## src/rtl/flag_branch_unit.sv

```systemverilog
// Condition flag register and decode-stage branch resolver.
// EX-stage flag writes are bypassed into same-cycle B.cond resolution.
module flag_branch_unit #(
  parameter int WIDTH = 64
) (
  input  logic             clk,
  input  logic             reset,
  input  logic [WIDTH-1:0] alu_result,
  input  logic             alu_carry,
  input  logic             alu_overflow,
  input  logic             ex_valid,
  input  logic             set_flags,
  input  logic             br_valid,
  input  logic [1:0]       br_kind,
  input  logic [3:0]       br_cond,
  input  logic [WIDTH-1:0] cbz_operand,
  input  logic             stall,
  input  logic             flush,
  output logic             flag_n,
  output logic             flag_z,
  output logic             flag_c,
  output logic             flag_v,
  output logic             branch_taken,
  output logic             branch_done
);

  localparam int G = WIDTH / 16;

  logic [G-1:0] res_grp;
  logic [G-1:0] cbz_grp;

  // Two-level zero detect: per-16-bit group, then across groups.
  genvar g;
  generate
    for (g = 0; g < G; g++) begin : g_zero
      assign res_grp[g] = &(~alu_result[g*16 +: 16]);
      assign cbz_grp[g] = &(~cbz_operand[g*16 +: 16]);
    end
  endgenerate

  logic new_n, new_z, new_c, new_v;
  logic cbz_zero;
  logic bypass, flag_wr;
  logic eff_n, eff_z, eff_c, eff_v;
  logic cond_ok, taken, done_d;

  assign new_n    = alu_result[WIDTH-1];
  assign new_z    = &res_grp;
  assign new_c    = alu_carry;
  assign new_v    = alu_overflow;
  assign cbz_zero = &cbz_grp;

  assign bypass  = ex_valid & set_flags;
  assign flag_wr = bypass & ~stall;

  assign eff_n = bypass ? new_n : flag_n;
  assign eff_z = bypass ? new_z : flag_z;
  assign eff_c = bypass ? new_c : flag_c;
  assign eff_v = bypass ? new_v : flag_v;

  always_comb begin
    cond_ok = 1'b0;
    case (br_cond)
      4'b0000: cond_ok = eff_z;
      4'b0001: cond_ok = ~eff_z;
      4'b1010: cond_ok = (eff_n == eff_v);
      4'b1011: cond_ok = (eff_n != eff_v);
      4'b1100: cond_ok = ~eff_z & (eff_n == eff_v);
      4'b1101: cond_ok = eff_z | (eff_n != eff_v);
      4'b1110: cond_ok = 1'b1;
      default: cond_ok = 1'b0;
    endcase
  end

  always_comb begin
    taken = 1'b0;
    case (br_kind)
      2'b01:   taken = 1'b1;
      2'b10:   taken = cbz_zero;
      2'b11:   taken = cond_ok;
      default: taken = 1'b0;
    endcase
  end

  assign done_d = br_valid & (br_kind != 2'b00);

  always_ff @(posedge clk) begin
    if (reset) begin
      flag_n       <= 1'b0;
      flag_z       <= 1'b0;
      flag_c       <= 1'b0;
      flag_v       <= 1'b0;
      branch_taken <= 1'b0;
      branch_done  <= 1'b0;
    end else begin
      if (flag_wr) begin
        flag_n <= new_n;
        flag_z <= new_z;
        flag_c <= new_c;
        flag_v <= new_v;
      end
      if (flush) begin
        branch_done  <= 1'b0;
        branch_taken <= 1'b0;
      end else if (!stall) begin
        branch_done  <= done_d;
        branch_taken <= done_d & taken;
      end
    end
  end

  // eff_c feeds no implemented condition but keeps the bypass set uniform.
  logic unused_c;
  assign unused_c = eff_c;

endmodule

```

## config.mk

```make
export PLATFORM = sky130hd
export DESIGN_NAME = flag_branch_unit
export DESIGN_NICKNAME = d
export VERILOG_FILES = /design/src/rtl/flag_branch_unit.sv
export SDC_FILE = /design/constraint.sdc
export NUM_CORES = 1
export LEC_CHECK = 0
export BUFFER_PORTS_ARGS = -buffer_cell sky130_fd_sc_hd__buf_4
export CAP_MARGIN = 20
export CORE_MARGIN = 3
export CORE_UTILIZATION = 21
export DETAILED_ROUTE_END_ITERATION = 10
export GPL_TIMING_DRIVEN = 0
export PLACE_DENSITY = 0.85
export SETUP_SLACK_MARGIN = 0.1
export SLEW_MARGIN = 20
export SYNTH_ARGS = -nofsm -noshare
export SYNTH_HDL_FRONTEND = slang
export SYNTH_SLANG_ARGS = --single-unit
```

## constraint.sdc

```tcl
create_clock -name clk -period 1.6 [get_ports clk]
set_input_delay 0.16 -clock clk [delete_from_list [all_inputs] [get_ports clk]]
set_output_delay 0.16 -clock clk [all_outputs]
set_load 0.01 [all_outputs]
```

; Word level (Yosys, flattened, before mapping)
; Cells that the tools add are included.
[op_classes]
n_addsub = 0
multipliers = 0
div_mod_pow = 0
order_cmp = 0
eq_ne = 11
shift = 0
n_mux = 5
n_bitwise = 16
n_reduce_logical = 5
[ops]
columns = cell, count
row1 = 16-bit inverter, 8
row2 = 64-bit AND reduction, 2
row3 = "4-bit equality test, second input constant", 5
row4 = 1-bit case mux with 7 select lines, 1
row5 = 1-bit AND, 5
row6 = "2-bit equality test, second input constant", 2
row7 = "4-bit by 1-bit equality test with 1-bit output, second input constant", 1
row8 = 4-bit zero test, 1
row9 = 1-bit two-way mux, 3
row10 = 1-bit case mux with 3 select lines, 1
row11 = "2-bit by 1-bit equality test with 1-bit output, second input constant", 1
row12 = 1-bit inverter, 2
row13 = 2-bit nonzero test, 1
row14 = 2-bit OR reduction, 1
row15 = 1-bit equality test, 1
row16 = 1-bit != test, 1
row17 = 1-bit bitwise OR, 1
[totals]
reg_bits = 6
latchBits = 0
mem_bits_rw = 0
mem_bits_ro = 0
inputBits = 143
wordCells = 43
n_memories = 0

; Logic depth before layout (Yosys ltp)
[logic_depth]
ltp_word = 8
ltp_mapped = 6
ltp_nobuf = 6

; Worst setup path after synthesis
; OpenSTA, ideal clock, no wires.
[synth_path]
kind = input-to-reg
startpoint = input port alu_result[2]
endpoint = register branch_taken
t_arrival_ns = 1.596
path_slack_ns = -0.099
cell_stages = 6
cell_sequence = nor4_1 nand4_1 nor4_2 mux2i_1 o22ai_1 a2111oi_2
[synth_between]
elab_chain_cells = 8
[synth_lines]
columns = element, line
row1 = start: declaration, 8  ; input logic [WIDTH-1:0] alu_result,
row2 = 16-bit inverter *, 36  ; assign res_grp[g] = &(~alu_result[g*16 +: 16]);
row3 = 64-bit AND reduction *, 48  ; assign new_z = &res_grp;
row4 = 1-bit two-way mux *, 57  ; assign eff_z = bypass ? new_z : flag_z;
row5 = 1-bit inverter, "65, 68"
row6 = 1-bit AND, 68  ; 4'b1100: cond_ok = ~eff_z & (eff_n == eff_v);
row7 = 1-bit case mux with 7 select lines *, 63  ; case (br_cond)
row8 = 1-bit case mux with 3 select lines *, 77  ; case (br_kind)
row9 = 1-bit AND *, 107  ; branch_taken <= done_d & taken;
row10 = end signal: assignment, 107
row11 = end: declaration, 23  ; output logic branch_taken,
; Mark *: on every way between the ends. The rest lies on a longest branch, timed or not.
; A chain may end at the register's enable or synchronous reset.

; Worst setup path after layout
[layout_path]
startpoint = register flag_v
endpoint = register branch_taken
[layout_between]
elab_chain_cells = 6
[layout_lines]
columns = element, line
row1 = start: declaration, 22  ; output logic flag_v,
row2 = start signal: assignment, 100  ; flag_v <= new_v;
row3 = 1-bit two-way mux *, 59  ; assign eff_v = bypass ? new_v : flag_v;
row4 = 1-bit != test or 1-bit equality test (tied branches), --
row5 = 1-bit bitwise OR or 1-bit AND (tied branches), "69, 68"
row6 = 1-bit case mux with 7 select lines *, 63
row7 = 1-bit case mux with 3 select lines *, 77
row8 = 1-bit AND *, 107
; Marks and branches as above.

==> impl_metrics.env <==
export IMPL_outcome="finished, violations left"
export IMPL_violations="setup timing"
export IMPL_gp_congestion=0.918
export IMPL_ys_top_cells_by_area="nor4_1, dfxtp_1, mux2i_1"
export IMPL_synth_enable_flop_cells=0
export IMPL_yosysTopAreaCell="nor4_1"
export IMPL_reg2reg_depth=6
export IMPL_initialDrtViolationCount=42
export IMPL_place_hpwl_mm=3.95
export IMPL_cp_top_family="simple AND/OR/NAND/NOR gates"
export IMPL_ant_nets=0
export IMPL_worstSkewPairLatency_ps=240
export IMPL_port_buffers=148
export IMPL_worst_pin_slew_ps=368
export IMPL_cts_tree="yes"
export IMPL_gr_total_overflow=0
export IMPL_ys_seq_area_frac=0.176
export IMPL_finalMaxSlewViolations=0
export IMPL_final_setup_tns_ps=-5.37
export IMPL_worstPathCellList="xor2_1, a21oi_1, or4_1, nand3_1, o22ai_1, a2111oi_2"
export IMPL_num_vias=1443
export IMPL_fin_crit_sh=1.00
export IMPL_netlist_instances=95
export IMPL_yosys_warnings=0
export IMPL_rsz0062_at_grt="yes"
export IMPL_critPathBufInv=0
export IMPL_clk_pin_slew_ps=40
export IMPL_power_switching_uw=172
export IMPL_p_comb_frac=0.564
export IMPL_hold_path_cell_count=2
export IMPL_finalNetCount=392
export IMPL_period_needed_ps=1610
export IMPL_p_leak_nw=0.950
export IMPL_synthTopCellsByCount="nor4_1, nor2_1, nand4_1, dfxtp_1, mux2i_1"
export IMPL_end_kind="flip-flop"
export IMPL_synth_seq_cells=6
export IMPL_clk_path_buf_depth=2
export IMPL_worstReg2RegEnd="branch_taken"
export IMPL_root_buffer="clkbuf_4"
export IMPL_worstHoldStart="flush"
export IMPL_fmax_mhz=623
export IMPL_postLayoutCoreUtil=0.654
export IMPL_track_usage=0.216
export IMPL_start_kind="flip-flop"
export IMPL_async_flop_share=0
export IMPL_reg2reg_slack_ps=-5
export IMPL_die_x_um=62.9
export IMPL_finalHoldViolCount=0
export IMPL_holdWs_ps=92.0
export IMPL_whs_endpoint="branch_taken"
export IMPL_ys_flop_type="dfxtp_1"
export IMPL_syn_nets=238
export IMPL_syn2layout_area_growth_pct=196
export IMPL_dr_pass1_iters=4
export IMPL_grt_pass1_vias=1561
export IMPL_drv_cap=0
export IMPL_viasPerCell=4.96
export IMPL_cts_max_level=1
export IMPL_start_util=0.221
export IMPL_synth_top_area_share=0.285
export IMPL_ir_drop_uv=486
export IMPL_syn_area_um2=681
export IMPL_internal_power_uw=500
export IMPL_clock_power_share=0.202
export IMPL_worstPathRequired_ps=1740
export IMPL_wirelength_mm=4.55
export IMPL_antenna_found_initial=0
export IMPL_die_height_um=62.9
export IMPL_min_path_type="input pin to flip-flop"
export IMPL_wire_per_inst_um=15.6
export IMPL_yosysUniqueCellTypes=25
export IMPL_path_class="flip-flop to flip-flop"
export IMPL_crit_arrival_ps=1750
export IMPL_power_density_nw_per_um2=334
export IMPL_antennaDiodeCount=0
export IMPL_switching_share=0.256
export IMPL_seqPwrFrac=0.234
export IMPL_setup_viol=1
export IMPL_grt_pass1_wl_mm=6.87
export IMPL_grt_max_degree=8
export IMPL_drc_errors=0
export IMPL_nFillCells=302
export IMPL_cts_made_buffers=3
export IMPL_layout_drive_gt1_share=0.676
export IMPL_slowest_stage="or4_1"
export IMPL_critical_path_max_stage_delay_ps=470
export IMPL_dieArea_um2=3960
export IMPL_synth_avg_cell_area_um2=7.16
export IMPL_reg2reg_from="flag_v"
export IMPL_num_rows=20
export IMPL_cts_sinks=6
export IMPL_relSlewSlack=0.751
export IMPL_ios=149
export IMPL_fin_ws_ps=-5.37
export IMPL_finalClockSkew_ps=3.18
export IMPL_critPathMaxFanout=3
export IMPL_fp_coreArea_um2=3080
export IMPL_yosysMostFrequentCell="nor4_1"
==> routing by layer <==
layer  vias up  GRT usage  wire, µm
li1        713          -         -
met1       650      0.195      1400
met4         0     0.0744       136
met5         -          0         0
met3        12     0.0540       354
met2        68      0.449      2660
==> metrics by stage <==
stage / instances / power [mW] / instance area (µm²) / setup slack [ps]
2_1_floorplan: 95 / 0.213 / 741 / -3.62
3_3_place_gp: 287 / 0.507 / 1910 / -396
3_5_place_dp: 287 / 0.519 / 1910 / -404
4_1_cts: 291 / 0.663 / 1950 / -17.7
5_1_grt: 291 / 0.718 / 2010 / -188
6_report: 291 / 0.672 / 2010 / -5.37
==> worst max path at each step <==
stage	start	endpoint	slack [ps]	cells past startpoint
after floorplan	alu_result[54]	branch_taken	-4	6
after global placement	alu_result[14]	branch_taken	-400	7
after detailed placement	alu_result[14]	branch_taken	-400	7
after CTS	flag_v	branch_taken	-20	6
after global routing	alu_result[15]	branch_taken	-190	7
final	flag_v	branch_taken	-5	6
==> power groups by stage <==
stage               Combinational [mW]  Clock [mW]  Sequential, mW
floorplan                       0.0525           0           0.161
global placement                 0.348           0           0.159
detailed placement               0.360           0           0.159
CTS                              0.364       0.142           0.157
global route                     0.408       0.153           0.157
finish                           0.379       0.136           0.157
==> registers in the layout (all words and copies together) (netlist names) <==
name          cells
flag_z            1
branch_taken      1
flag_n            1
flag_v            1
branch_done       1
flag_c            1
==> cells by family after synthesis <==
group,Yosys count,synth area share
buffers and inverters,1,0.00551
flip-flops,6,0.176
XOR/XNOR,3,0.0386
AO/OA/AOI/OAI,12,0.119
multiplexers,6,0.0882
AND/OR/NAND/NOR,67,0.572
==> layout make-up <==
class                      instances  area [µm²]  share of cell area
buffer                             1        3.75             0.00186
sequential                         6         123              0.0609
timing repair buffer             149        1140               0.565
tap                               44        55.1              0.0273
clock buffer                       3        22.5              0.0112
multi-input combinational         88         672               0.334
==> cell usage in the layout (no fill, tap or decap) <==
master / n
nor4_2: 5
nor4b_1: 1
nor2b_1: 1
and4_1: 1
nor4_1: 21
buf_6: 5
o22ai_1: 1
nand2_1: 5
xor2_1: 2
nand4_1: 7
xnor2_1: 1
buf_4: 144
dfxtp_2: 2
or4_1: 2
mux2i_1: 6
a21oi_1: 3
o311ai_0: 1
nor2_1: 9
a221oi_1: 1
dfxtp_1: 4
nor4_4: 6
o21ai_0: 3
a2111oi_2: 1
nor3_1: 4
nand3_1: 3
or2_2: 1
clkbuf_4: 3
clkbuf_1: 1
and3_1: 1
a31oi_1: 2
==> timing repair <==
item / 4_1_cts / 5_1_grt
resized for setup: 5 / 10
hold buffers: 0 / 0
pin swaps: 4 / 2
endpoints found under the setup margin: 1 / 1
setup buffers: 1 / 0
No activity file was read; power rests on OpenSTA's default activity.
